File: src/rtl/order_delete_encoder_if.sv
// ---------------------------------------------------------------------------
// order_delete_encoder_if
//   Groups the record-input handshake and the beat-output stream of the
//   ITCH Order Delete encoder.
//
//   Handshake semantics (both sides): a transfer happens on a rising clock
//   edge where the producer's valid and the consumer's ready are both high.
//   The producer must not withdraw valid or change its payload until the
//   transfer completes. Ready may depend combinationally on the other side's
//   signals.
//     record side : startIn (valid) / inReady (ready)
//     beat side   : validOut (valid) / readyIn (ready)
//
//   Signals
//     startIn, timeStampIn, orderIDIn, orderBookIDIn, sideIn : record in
//     inReady                                                : record ready
//     dataOut, keepOut, lastOut, trackerOut, validOut        : beat out
//     readyIn                                                : beat ready
//
//   Modports
//     master : the environment (record producer + beat consumer)
//     slave  : the encoder
// ---------------------------------------------------------------------------
interface order_delete_encoder_if;
    logic        startIn;
    logic        inReady;
    logic [31:0] timeStampIn;
    logic [63:0] orderIDIn;
    logic [31:0] orderBookIDIn;
    logic [7:0]  sideIn;
    logic [63:0] dataOut;
    logic [7:0]  keepOut;
    logic        validOut;
    logic        readyIn;
    logic        lastOut;
    logic [5:0]  trackerOut;

    modport master (
        output startIn, timeStampIn, orderIDIn, orderBookIDIn, sideIn, readyIn,
        input  inReady, dataOut, keepOut, validOut, lastOut, trackerOut
    );

    modport slave (
        input  startIn, timeStampIn, orderIDIn, orderBookIDIn, sideIn, readyIn,
        output inReady, dataOut, keepOut, validOut, lastOut, trackerOut
    );
endinterface

File: src/rtl/order_delete_encoder.sv
// ---------------------------------------------------------------------------
// order_delete_encoder
//   Takes one decoded ITCH Order Delete record and serialises it into the
//   18-byte big-endian wire format as three 64-bit beats:
//     W0: {type, ts[31:0], oid[63:40]}    keep FF  tracker 8
//     W1: {oid[39:0], obid[31:8]}         keep FF  tracker 16
//     W2: {obid[7:0], side, 48'h0}        keep C0  tracker 18  last
//   A new record may be accepted in the W2 cycle that hands off the last
//   beat, so sustained throughput is one message per three cycles.
//
//   Ports
//     clk      : clock, rising edge
//     rst      : asynchronous active-low reset
//     bus      : record in / beat out handshake (slave modport)
//     sideErr  : one-cycle pulse after accepting a side other than 'B'/'S'
//     msgCount : messages whose last beat was accepted (wraps)
//     dbgState : current FSM state (0 IDLE, 1 W0, 2 W1, 3 W2)
// ---------------------------------------------------------------------------
module order_delete_encoder #(
    parameter logic [7:0] MSG_TYPE = 8'h44,
    parameter int         CNT_W    = 16
) (
    input  logic                    clk,
    input  logic                    rst,
    order_delete_encoder_if.slave   bus,
    output logic                    sideErr,
    output logic [CNT_W-1:0]        msgCount,
    output logic [1:0]              dbgState
);

    typedef enum logic [1:0] {
        IDLE = 2'd0,
        W0   = 2'd1,
        W1   = 2'd2,
        W2   = 2'd3
    } state_t;

    state_t             r_state;
    state_t             w_next_state;
    logic [31:0]        r_ts;
    logic [63:0]        r_oid;
    logic [31:0]        r_obid;
    logic [7:0]         r_side;
    logic               r_side_err;
    logic [CNT_W-1:0]   r_msg_count;

    logic               w_in_ready;
    logic               w_accept;
    logic               w_side_bad;
    logic               w_last_done;
    logic [63:0]        w_data;
    logic [7:0]         w_keep;
    logic               w_valid;
    logic               w_last;
    logic [5:0]         w_tracker;

    // Gated by rst so nothing is accepted while reset is held.
    assign w_in_ready  = rst && ((r_state == IDLE) || ((r_state == W2) && bus.readyIn));
    assign w_accept    = bus.startIn && w_in_ready;
    assign w_side_bad  = (bus.sideIn != 8'h42) && (bus.sideIn != 8'h53);
    assign w_last_done = (r_state == W2) && bus.readyIn;

    always_ff @(posedge clk or negedge rst) begin
        if (!rst) begin
            r_state     <= IDLE;
            r_ts        <= '0;
            r_oid       <= '0;
            r_obid      <= '0;
            r_side      <= '0;
            r_side_err  <= 1'b0;
            r_msg_count <= '0;
        end else begin
            r_state    <= w_next_state;
            r_side_err <= w_accept && w_side_bad;
            if (w_accept) begin
                r_ts   <= bus.timeStampIn;
                r_oid  <= bus.orderIDIn;
                r_obid <= bus.orderBookIDIn;
                r_side <= bus.sideIn;
            end
            if (w_last_done) begin
                r_msg_count <= r_msg_count + CNT_W'(1);
            end
        end
    end

    always_comb begin
        w_next_state = r_state;
        case (r_state)
            IDLE: if (w_accept)    w_next_state = W0;
            W0:   if (bus.readyIn) w_next_state = W1;
            W1:   if (bus.readyIn) w_next_state = W2;
            W2:   if (bus.readyIn) w_next_state = w_accept ? W0 : IDLE;
            default:               w_next_state = IDLE;
        endcase
    end

    // Beat outputs are a pure function of state and latched fields, so they
    // hold steady under backpressure and drop as soon as reset asserts.
    always_comb begin
        w_data    = 64'h0;
        w_keep    = 8'h00;
        w_valid   = 1'b0;
        w_last    = 1'b0;
        w_tracker = 6'd0;
        case (r_state)
            W0: begin
                w_data    = {MSG_TYPE, r_ts, r_oid[63:40]};
                w_keep    = 8'hFF;
                w_valid   = 1'b1;
                w_tracker = 6'd8;
            end
            W1: begin
                w_data    = {r_oid[39:0], r_obid[31:8]};
                w_keep    = 8'hFF;
                w_valid   = 1'b1;
                w_tracker = 6'd16;
            end
            W2: begin
                w_data    = {r_obid[7:0], r_side, 48'h0};
                w_keep    = 8'hC0;
                w_valid   = 1'b1;
                w_last    = 1'b1;
                w_tracker = 6'd18;
            end
            default: ;
        endcase
    end

    assign bus.inReady    = w_in_ready;
    assign bus.dataOut    = w_data;
    assign bus.keepOut    = w_keep;
    assign bus.validOut   = w_valid;
    assign bus.lastOut    = w_last;
    assign bus.trackerOut = w_tracker;
    assign sideErr        = r_side_err;
    assign msgCount       = r_msg_count;
    assign dbgState       = r_state;

endmodule

File: src/flat_wrapper.sv
// flat-port wrapper written by rule: the top's interface ports become plain ports
module order_delete_encoder_flat 
#(
    parameter logic [7:0] MSG_TYPE = 8'h44,
    parameter int         CNT_W    = 16
)
  (clk, rst, sideErr, msgCount, dbgState, bus_startIn, bus_timeStampIn, bus_orderIDIn, bus_orderBookIDIn, bus_sideIn, bus_readyIn, bus_inReady, bus_dataOut, bus_keepOut, bus_validOut, bus_lastOut, bus_trackerOut);
  order_delete_encoder_if bus_i ();
  input  logic clk;
  input  logic rst;
  output logic sideErr;
  output logic [CNT_W-1:0] msgCount;
  output logic [1:0] dbgState;
  input wire logic [$bits(bus_i.startIn)-1:0] bus_startIn;
  input wire logic [$bits(bus_i.timeStampIn)-1:0] bus_timeStampIn;
  input wire logic [$bits(bus_i.orderIDIn)-1:0] bus_orderIDIn;
  input wire logic [$bits(bus_i.orderBookIDIn)-1:0] bus_orderBookIDIn;
  input wire logic [$bits(bus_i.sideIn)-1:0] bus_sideIn;
  input wire logic [$bits(bus_i.readyIn)-1:0] bus_readyIn;
  output wire logic [$bits(bus_i.inReady)-1:0] bus_inReady;
  output wire logic [$bits(bus_i.dataOut)-1:0] bus_dataOut;
  output wire logic [$bits(bus_i.keepOut)-1:0] bus_keepOut;
  output wire logic [$bits(bus_i.validOut)-1:0] bus_validOut;
  output wire logic [$bits(bus_i.lastOut)-1:0] bus_lastOut;
  output wire logic [$bits(bus_i.trackerOut)-1:0] bus_trackerOut;
  assign bus_i.startIn = bus_startIn;
  assign bus_i.timeStampIn = bus_timeStampIn;
  assign bus_i.orderIDIn = bus_orderIDIn;
  assign bus_i.orderBookIDIn = bus_orderBookIDIn;
  assign bus_i.sideIn = bus_sideIn;
  assign bus_i.readyIn = bus_readyIn;
  assign bus_inReady = bus_i.inReady;
  assign bus_dataOut = bus_i.dataOut;
  assign bus_keepOut = bus_i.keepOut;
  assign bus_validOut = bus_i.validOut;
  assign bus_lastOut = bus_i.lastOut;
  assign bus_trackerOut = bus_i.trackerOut;
  order_delete_encoder #(.MSG_TYPE(MSG_TYPE), .CNT_W(CNT_W)) u_core (.clk(clk), .rst(rst), .bus(bus_i), .sideErr(sideErr), .msgCount(msgCount), .dbgState(dbgState));
endmodule
File: config.mk
export PLATFORM = sky130hd
export DESIGN_NAME = order_delete_encoder_flat
export DESIGN_NICKNAME = d
export VERILOG_FILES = /design/src/rtl/order_delete_encoder_if.sv /design/src/rtl/order_delete_encoder.sv /design/src/flat_wrapper.sv
export SDC_FILE = /design/constraint.sdc
export NUM_CORES = 1
export LEC_CHECK = 0
export CAP_MARGIN = 10
export CORE_ASPECT_RATIO = 1.5
export CORE_UTILIZATION = 50
export DETAILED_ROUTE_END_ITERATION = 10
export PLACE_DENSITY = 0.91
export SYNTH_ARGS = -nofsm -noshare
export SYNTH_HDL_FRONTEND = slang
export SYNTH_SLANG_ARGS = --single-unit
File: constraint.sdc
create_clock -name clk -period 3.3 [get_ports clk]
set_input_delay 0.33 -clock clk [delete_from_list [all_inputs] [get_ports clk]]
set_output_delay 0.33 -clock clk [all_outputs]
set_load 0.01 [all_outputs]
Word level (Yosys, flattened, before mapping)
Cells that the tools add are included.
W data, S select, Z words.
{ "totals": {"reg_bits": 155, "out_inout_bits": 100} }
{ "classes": {"add_sub_neg": 1, "eq_ne": 9, "muxes": 11, "reduce_logical": 10} }
{ "ops": {"columns": ["cell", "count"], "rows": [
  ["$pmux W64 S3", 1],
  ["$add A16 B1 Y16 const B", 1],
  ["$ne A8 B7 Y1 const B", 2],
  ["$pmux W8 S2", 1],
  ["$pmux W5 S3", 1],
  ["$mux W2", 4],
  ["$pmux W2 S4", 1],
  ["$ne A2 B2 Y1 const B", 3],
  ["$logic_and A1 B1 Y1", 5],
  ["$eq A2 B2 Y1 const B", 2],
  ["$reduce_and A4 Y1", 1],
  ["$mux W1", 3],
  ["$reduce_or A3 Y1", 1],
  ["$eq A2 B1 Y1 const B", 1],
  ["$logic_not A2 Y1", 1],
  ["$ne A2 B1 Y1 const B", 1],
  ["$reduce_or A2 Y1", 1],
  ["$logic_or A1 B1 Y1", 1]
]} }

Depth between registers and ports, before layout
{ "logic_depth": {"ltp_word": 8, "depth_mapped": 7, "depth_no_buf": 6} }

Least setup slack after synthesis
No wires, ideal clock.
{ "synth_path": {"path_type": "reg2out", "start": "reg u_core.r_state[0], in the netlist u_core.dbgState[0]", "end": "out bus_dataOut[10]", "arrival_ps": 1714, "path_slack_ps": 1256, "stages_incl_launch_ff": 7, "path_cell_list": "dfrtp_1 -> inv_1 -> ha_1 -> clkbuf_1 -> buf_1 -> a22oi_1 -> nor2_1"} }
{ "synth_via": {"elab_chain_cells": 2} }
{ "synth_lines": {"columns": ["element", "line", "text"], "rows": [
  ["from (decl)", "order_delete_encoder.sv:38", "state_t r_state;"],
  ["from (signal assigned)", "order_delete_encoder.sv:73", "r_state <= w_next_state;"],
  ["$eq A2 B2 Y1 or $eq A2 B1 Y1 (tied branches)", "order_delete_encoder.sv:106", "case (r_state)"],
  ["$pmux W64 S3 (*)", "order_delete_encoder.sv:106", null],
  ["to (decl)", "flat_wrapper.sv:21", "output wire logic [$bits(bus_i.dataOut)-1:0] bus_dataOut;"]
]} }
Every way passes the cells marked *; elsewhere a longest branch is shown, timed or not.

Final worst setup path
{ "layout_path": {"start": "reg u_core.r_state[0], in the netlist u_core.dbgState[0]", "end": "out bus_dataOut[4]"} }
Same word-level chain as after synthesis.

==> flow_metrics.tcl <==
set metrics [dict create \
    grt_max_degree 71 \
    postCtsHoldBufs 1 \
    place_congestion 0.851 \
    clk_pin_slew_ns 0.07 \
    area_growth_pct 42.0 \
    ir_drop_mv 0.610 \
    htree_num_levels 4 \
    yosys_warnings 0 \
    synth-seq-cells 155 \
    synthTopCellsByArea "dfrtp_1, mux2_4, mux2_2" \
    syn_inst 537 \
    nets 904 \
    ant_nets 0 \
    status "finished clean" \
    finalSetupTns_ns 0 \
    cts_resized 0 \
    fmax_mhz 327 \
    fin_util_pct 72.3 \
    wire_per_inst_um 19.9 \
    routed_wl_mm 19.2 \
    grtUsageTotal_pct 25.8 \
    drtIter0Drc 294 \
    final_max_slew_viol_count 0 \
    syn-cell-area_um2 7360 \
    route.detailed.drc 0 \
    core-area_um2 14500 \
    synth_most_common_cell "dfrtp_1" \
    syn-mean-instance-area_um2 13.7 \
    post-route-period-util_pct 92.6 \
    yosysTopAreaCellShare_pct 52.7 \
    cts_root_buf "clkbuf_16" \
    path_class "flip-flop to output pin" \
    cp-end-kind "output pin" \
    synth-edff-count 0 \
    port_buffers 236 \
    yosysTopAreaCell "dfrtp_1" \
    max_stage_delay_ns 0.58 \
    synth_common_cells "dfrtp_1, mux2_4, nor2_1" \
    synthArstFlopShare_pct 100 \
    start_kind "flip-flop" \
    drive_above_1_share_pct 24.7 \
    dp_hpwl_mm 13.2 \
    cp_num_buf_inv 3 \
    vias 5298 \
    cts_tree "done" \
    slowest_stage "clkdlybuf4s50_1" \
    cp_max_fo 36 \
    finalSetupViolCount 0 \
    clock_path_buffers 2 \
    initial_utilization_pct 50.9 \
    crit_path_cell_trace "inv_1, ha_2, buf_4, a22oi_1, nor2_1, clkdlybuf4s50_1" \
    clock-sinks 155 \
    dr.pass1.iters 4 \
    worstPathArrival_ns 2.73 \
    via_per_inst 5.48 \
    rows 54 \
    cp_data_required_time_ns 2.97 \
    synth_cell_types 34 \
    rsz0062_at_grt "no" \
    cts_setup_buffers 0 \
    grt_pass1_vias 5822 \
    drv_cap 0 \
    die_area_um2 15200 \
    relSlewSlack_pct 42.5 \
    grt_pass1_wl_mm 30.0 \
    synth_flop_cell "dfrtp_1" \
    clock_latency_ns 0.40 \
    tightest_slew_ns 0.862 \
    fp.dieH_um 151 \
    p_leak_nw 4.46 \
    powerDensity_nw_per_um2 986 \
    hp-class "input port to asynchronous set/reset pin" \
    finClkSkew_ns 0.00978 \
    grt_overflow 0 \
    num_antenna_cells 0 \
    fin_crit_ns 3.06 \
    fp.dieW_um 101 \
    ioPinCount 240 \
    cts_buffers 17 \
    crit_family "buffers and inverters" \
    final.fill_count 925 \
    finalHoldViolCount 0 \
    yosysSeqAreaShare_pct 52.7 \
    antenna_found_initial 0 \
]
## flip-flops by register name (all words and copies together), names as in the netlist
register,cells
u_core.dbgState,2
u_core.msgCount,16
u_core.r_obid,32
u_core.r_oid,64
u_core.r_side,8
u_core.r_ts,32
u_core.sideErr,1
## final timing paths
check	startpoint	endpoint	slack, ns	depth (start not counted)
worst max-delay path	u_core.dbgState[0]	bus_dataOut[4]	0.24	6
worst max register to register	u_core.dbgState[1]	u_core.r_obid[26]	0.70	5
worst min-delay path	rst	u_core.r_oid[58]	0.34	2
max in group asynchronous	rst	u_core.r_oid[20]	1.82	3
min in group clk	u_core.msgCount[15]	u_core.msgCount[15]	0.48	1
worst min register to register	u_core.msgCount[15]	u_core.msgCount[15]	0.48	1
## report_power, final
group,leakage [nW],internal [W],switching [W],total (W)
logic,2.29,0.00284,0.00198,0.00482
clock network,0.305,0.00126,0.000812,0.00207
registers,1.87,0.00280,0.000614,0.00342
## per-layer routing
| metal | up-vias | track usage (%) | part of all wire (%) |
|---|---|---|---|
| met5 | - | 0 | 0 |
| met1 | 2686 | 29.9 | 38 |
| met2 | 227 | 45.0 | 53 |
| met4 | 0 | 12.2 | 2.8 |
| li1 | 2349 | - | - |
| met3 | 36 | 5.34 | 5.7 |
## per-stage QoR
stage | setup slack [ns] | hold WS [ns] | total power [W] | cell area (µm²) | std cells
floorplan | 1.26 | 0.0344 | 0.00621 | 7370 | 539
global placement | 0.755 | 0.194 | 0.00799 | 9810 | 933
detailed placement | 0.666 | 0.202 | 0.00823 | 9810 | 933
CTS | 0.216 | 0.339 | 0.0104 | 10400 | 966
global route | 0.137 | 0.356 | 0.0109 | 10400 | 966
finish | 0.244 | 0.343 | 0.0103 | 10400 | 966
## cells in the final DEF (no fill, tap or decap), types with 3 or more instances in the layout
cell / instances
clkdlybuf4s50_1: 235
dfrtp_1: 155
mux2_4: 99
nor2_1: 66
a22oi_1: 56
mux2_2: 39
clkbuf_16: 17
xnor2_1: 11
a222oi_1: 8
buf_4: 8
nand2_1: 7
xor2_1: 5
inv_1: 4
nand3_1: 4
nand4_1: 4
ha_1: 4
inv_6: 4
buf_12: 4
and4_1: 3
ha_2: 3
conb_1: 3
bufinv_16: 3
## worst reg2reg max path: stages (launching register included)
cell and delay [ns]:
dfrtp_1 0.58, ha_1 0.27, and2_1 0.37, o211a_4 0.52
buf_4 0.37, mux2_2 0.38
## cells by family (layout without fill, tap and decap cells)
logic type,after synthesis,count (layout),share of synthesized area (%)
compound gates,73,73,7.92
buf+inv,54,285,4.64
xor+xnor,16,16,1.90
fa+ha+maj,7,7,1.19
simple gates,93,93,5.44
flops,155,155,52.7
other cells,1,3,0.0509
mux,138,138,26.2
## cell type report
cell class,count,area [µm²],share of cell area [%]
clock buffer,19,453,4.33
clock inverter,13,180,1.72
inverter,4,15.0,0.144
multi-input combinational,330,3160,30.3
sequential,155,3880,37.1
tap,196,245,2.35
timing repair buffer,249,2510,24.1
(Power assumes the default switching activity.)
==> RTL change 1: new RTL, same flow settings <==
Put one more register stage on the output `msgCount`, cleared by the reset. The value now appears one clock later. The other outputs are not delayed to match.
--- a/src/rtl/order_delete_encoder.sv
+++ b/src/rtl/order_delete_encoder.sv
@@ -134,7 +134,13 @@
     assign bus.lastOut    = w_last;
     assign bus.trackerOut = w_tracker;
     assign sideErr        = r_side_err;
-    assign msgCount       = r_msg_count;
+    always_ff @(posedge clk or negedge rst) begin
+        if (!rst) begin
+            msgCount <= '0;
+        end else begin
+            msgCount <= r_msg_count;
+        end
+    end
     assign dbgState       = r_state;
 
 endmodule
Function: changed (Yosys sat finds a counterexample within 10 cycles, from zero or initial values and one cycle with rst low).
==> RTL change 1 against the unedited design <==
Synthesized area up 7.6%. Setup slack better by 0.029 ns. Power up 1.8%. Critical path depth unchanged. Sequential cell count up 16. Clock skew up 0.00060 ns. Global-route usage down 2.7 points. Wire length down 4.5%. Final area up 4.1%. Critical path type unchanged. Critical endpoint is now bus_dataOut[17].
==> RTL change 1: results (changes against the unedited design) <==
- The run finished with clean final reports.
- The met3 routing resource usage after global routing is 4.09% (-1.2 points).
- The capturing point of the worst reg2reg path is u_core.dbgState[0].
- By area the synthesized netlist is led by dfrtp_1 (54%), mux2_4 (21%), a22oi_1 (5.3%), mux2_2 (3.8%), nor2_1 (3.2%).
- The total routing usage reported by global routing is 23.1% (-2.7 points).
- The maximum number of pins on one net before global-route repair is 80 (+13%).
- The met1 routing resource usage after global routing is 27.8% (-2.1 points).
- The worst setup timing slack at the placement stage was 0.501 ns (-0.165 ns).
- The number of global-route vias before repair is 5,644 (-3.1%).
- The met2 usage in global routing is 40.0% (-5.0 points).
- The maximum VDD drop is 0.567 mV (-7.1%).
- The met1 wire length is 7320 um (-0.46%).
- The leakage dissipation is 0.00469 uW (+5.1%).
- The met3 routed wirelength is 703 um (-36%).
- After synthesis, the most frequently instantiated cells are dfrtp_1 (171), mux2_4 (109), nor2_1 (67).
- The DRC marker count from the first detailed-route iteration is 206 (-30%).
- The met2 wire length was 9690 um (-5.4%).
- The worst slack on hold paths is 0.340 ns (-0.00304 ns).
- The post-detailed-placement cell area is 0.0103 mm^2 (+4.7%).
- The sequential area share after synthesis is 54.0% (+1.4 points).
- The worst endpoint data arrival time is 2.70 ns (-0.03 ns).
- The clock skew came to 0.0104 ns (+0.000605 ns).
- The worst flop-to-flop path startpoint is u_core.dbgState[0].
- The number of cell instances on the worst register-to-register path is 7 (+2).
- The slew at the pin closest to its max-slew limit is 0.961 ns (+0.0992 ns).
- The final weighted congestion in routability-driven placement came to 0.789 (-7.3%).
- The number of antenna violations at the first check in global routing is 0 (unchanged).
- The largest driver fanout on the critical path is 30 (-17%).
- The average wire per cell in the routed design is 18.5 um (-6.9%).
- The total number of nets in the final design is 923 (+2.1%).
- The proportion of layout cells with a drive suffix above 1 is 24.0% (-0.69 points).
- The synthesized instance count is 555 (+3.4%).
- The number of library cell types mapped by synthesis was 37 (+8.8%).
- The post-layout utilization of the core was 69.9% (-2.3 points).
- The detailed placement HPWL is 13,000 um (-1.7%).
RTL change 1: cell count changes after synthesis, moves of 3 or more:
cell     delta
mux2_2     -12
and4_1      -3
mux2_4     +10
buf_2       -5
dfrtp_1    +16
buf_6       -8
buf_12     +11
RTL change 1: layout make-up:
type / count / area [um^2]
Fill cell: 1084 / 4680
Sequential cell: 171 / 4280
Timing Repair Buffer: 248 / 2520
Tap cell: 203 / 254
Multi-Input combinational cell: 333 / 3210
Clock inverter: 13 / 163
Inverter: 5 / 18.8
Clock buffer: 18 / 429
RTL change 1: power breakdown:
part           internal, uW  switching, uW  total [uW]
clock network          1130            846        1980
logic                  2940           1950        4880
registers              3020            611        3630
total                  7090           3400       10500
RTL change 1: cell families (layout without fill, tap and decap cells):
kind of cell	Yosys count	after routing	synth area share, %
and+or+nand+nor	97	97	5.50
DFF	171	171	54.0
AOI/OAI and AO/OA	72	72	7.05
adders and majority gates	7	7	1.11
xor gates and xnor gates	16	16	1.77
buffers and inverters	53	284	5.69
other	1	3	0.0474
muxes	138	138	24.8
RTL change 1: timing repair:
item | CTS | global route
hold buffers | 1 | 0
setup endpoints to repair | 0 | 28
hold endpoints to repair | 19 | 0
resized for setup | 0 | 1
RTL change 1: worst max-delay path by stage:
stage / end / from / slack [ns] / cells past startpoint
2_1_floorplan: bus_dataOut[20] / u_core.dbgState[0] / 1.31 / 6
3_3_place_gp: bus_dataOut[50] / u_core.dbgState[0] / 0.60 / 6
3_5_place_dp: bus_dataOut[52] / u_core.dbgState[0] / 0.50 / 6
4_1_cts: bus_dataOut[52] / u_core.dbgState[0] / 0.07 / 6
5_1_grt: bus_dataOut[14] / u_core.dbgState[1] / 0.08 / 6
6_report: bus_dataOut[17] / u_core.dbgState[1] / 0.27 / 6
==> RTL change 2: new RTL, same flow settings <==
Made on the original files. `CNT_W` is set to 16 in 2 places; all go to 32.
--- a/src/rtl/order_delete_encoder.sv
+++ b/src/rtl/order_delete_encoder.sv
@@ -18,7 +18,7 @@
 // ---------------------------------------------------------------------------
 module order_delete_encoder #(
     parameter logic [7:0] MSG_TYPE = 8'h44,
-    parameter int         CNT_W    = 16
+    parameter int         CNT_W    = 32
 ) (
     input  logic                    clk,
     input  logic                    rst,
--- a/src/flat_wrapper.sv
+++ b/src/flat_wrapper.sv
@@ -2,7 +2,7 @@
 module order_delete_encoder_flat 
 #(
     parameter logic [7:0] MSG_TYPE = 8'h44,
-    parameter int         CNT_W    = 16
+    parameter int         CNT_W    = 32
 )
   (clk, rst, sideErr, msgCount, dbgState, bus_startIn, bus_timeStampIn, bus_orderIDIn, bus_orderBookIDIn, bus_sideIn, bus_readyIn, bus_inReady, bus_dataOut, bus_keepOut, bus_validOut, bus_lastOut, bus_trackerOut);
   order_delete_encoder_if bus_i ();
Interface: changed (resized msgCount); port bits go from 240 to 256. No check against the original RTL was run, so the function may have changed too.
==> RTL change 2 against the unedited design <==
Power shrank 2.7%. Wire length grew 3.0%. Die area grew 5.6%. Synthesized area grew 5.7%. Clock skew grew 0.0033 ns. Critical path depth is the same. Final cell count grew 8.7%. Setup slack lost 0.020 ns. Sequential cell count grew 16. Worst hold slack gained 0.062 ns. Final area grew 4.9%. Non-clock buffer count grew 14. Largest power group unchanged. Highest routed layer unchanged.
==> RTL change 2: results (changes against the unedited design) <==
- The synthesized-area fraction occupied by xor and xnor cells came to 3.60% (+1.7 points).
- The DRC marker count from the first detailed-route iteration was 314 (+6.8%).
- The slew at the pin closest to its max-slew limit was 0.816 ns (-0.0460 ns).
- The share of synthesized registers carrying an async set or reset came to 100% (unchanged).
- The total number of nets in the final design came to 986 (+9.1%).
- The worst setup timing slack at the placement stage was 0.700 ns (+0.0337 ns).
- The count of filler cells inserted in the layout is 1,034 (+12%).
- The leakage dissipation came to 0.00452 uW (+1.1%).
- The mux cell area share after synthesis is 20.0% (-6.2 points).
- The clock skew is 0.0131 ns (+0.00331 ns).
- The final antenna diode count came to 0 (unchanged).
- The total number of vias came to 5,817 (+9.8%).
- The number of global-route vias before repair is 6,258 (+7.5%).
- The sequential area share after synthesis is 55.0% (+2.3 points).
- The proportion of layout cells with a drive suffix above 1 is 22.7% (-2.0 points).
- The commonest cells after synthesis are dfrtp_1 (171), mux2_2 (138), nor2_1 (69).
- The type of the worst min-delay path is in2async.
- The run finished with clean final reports.
- The adder and majority gate portion of the synthesized area came to 1.29% (+0.097 points).
- The complex-gate fraction of the synthesized area was 7.04% (-0.88 points).
- After synthesis, the cell types taking the most area are dfrtp_1 (55%), mux2_2 (20%), a22oi_1 (5.4%), nor2_1 (3.3%), xnor2_1 (3.2%).
- The total routing usage reported by global routing is 25.6% (-0.21 points).
- The first-pass GRT wire length is 32,100 um (+7.2%).
- The worst endpoint data arrival time was 2.75 ns (+0.02 ns).
- The number of library cell types mapped by synthesis is 35 (+2.9%).
- The maximum number of pins on one net before global-route repair is 129 (+82%).
- The final weighted congestion in routability-driven placement came to 0.837 (-1.6%).
- The average wire per cell in the routed design came to 18.9 um (-5.3%).
- The register with the most flip-flops in the final layout is u_core.r_oid.
- The detailed placement HPWL is 13,800 um (+4.6%).
- The count of buffers inserted at the top-level ports was 252 (+6.8%).
- The maximum VDD drop is 0.521 mV (-15%).
-- RTL change 2: final cells by class --
cell class	count	area, um^2	share of cell area, %
clock buffers	18	439	4.01
clock inverters	14	173	1.57
multi-input cells	380	3130	28.6
well taps	199	249	2.27
repair buffers	263	2670	24.4
flip-flops and latches	171	4280	39.0
inverters	5	18.8	0.171
-- RTL change 2: cell families (layout without fill, tap and decap cells) --
group	Yosys count	count (layout)
buf+inv	57	300
compound gates	71	71
fa+ha+maj	8	8
other cells	1	3
mux	138	138
simple gates	128	128
xor+xnor	32	32
flops	171	171
-- RTL change 2: per-layer routing --
metal  part of all wire, %  vias to the layer above  global-route usage (%)
met5                     0                        -                       0
met4                   4.2                        0                    13.1
met3                   5.4                       48                    6.49
met2                    53                      214                    44.9
met1                    38                     2926                    28.6
li1                      -                     2629                       -
-- RTL change 2: final timing paths --
check | start | endpoint | slack, ns | cells after the start
max | u_core.dbgState[0] | bus_dataOut[0] | 0.22 | 6
min | rst | u_core.r_oid[38] | 0.41 | 2
max reg2reg | u_core.dbgState[1] | u_core.r_side[3] | 0.99 | 6
min reg2reg | u_core.msgCount[31] | u_core.msgCount[31] | 0.49 | 1
max in group asynchronous | rst | u_core.r_oid[36] | 1.85 | 3
min in group clk | u_core.msgCount[31] | u_core.msgCount[31] | 0.49 | 1
-- RTL change 2: through the flow --
stage          cell area (um^2)  utilization (%)  std cells  hold slack [ns]
3_3_place_gp              10300             68.3       1017            0.286
3_5_place_dp              10300             68.3       1017            0.288
2_1_floorplan              7790                -        608           0.0344
4_1_cts                   11000             72.4       1050            0.409
6_report                  11000             72.4       1050            0.405
5_1_grt                   11000             72.4       1050            0.418
-- RTL change 2: worst max-delay path, stage by stage, from the launching register on --
cell and delay [ns]:
dfrtp_1 0.47, inv_1 0.18, ha_2 0.55, buf_12 0.27
a22oi_1 0.11, nor2_1 0.12, clkdlybuf4s50_1 0.61
-- RTL change 2: where the power goes --
| group | internal (uW) | leakage (uW) | switching, uW | total, uW |
|---|---|---|---|---|
| Clock | 1170 | 0.000296 | 889 | 2060 |
| Sequential | 3000 | 0.00209 | 579 | 3570 |
| Combinational | 2500 | 0.00212 | 1890 | 4390 |
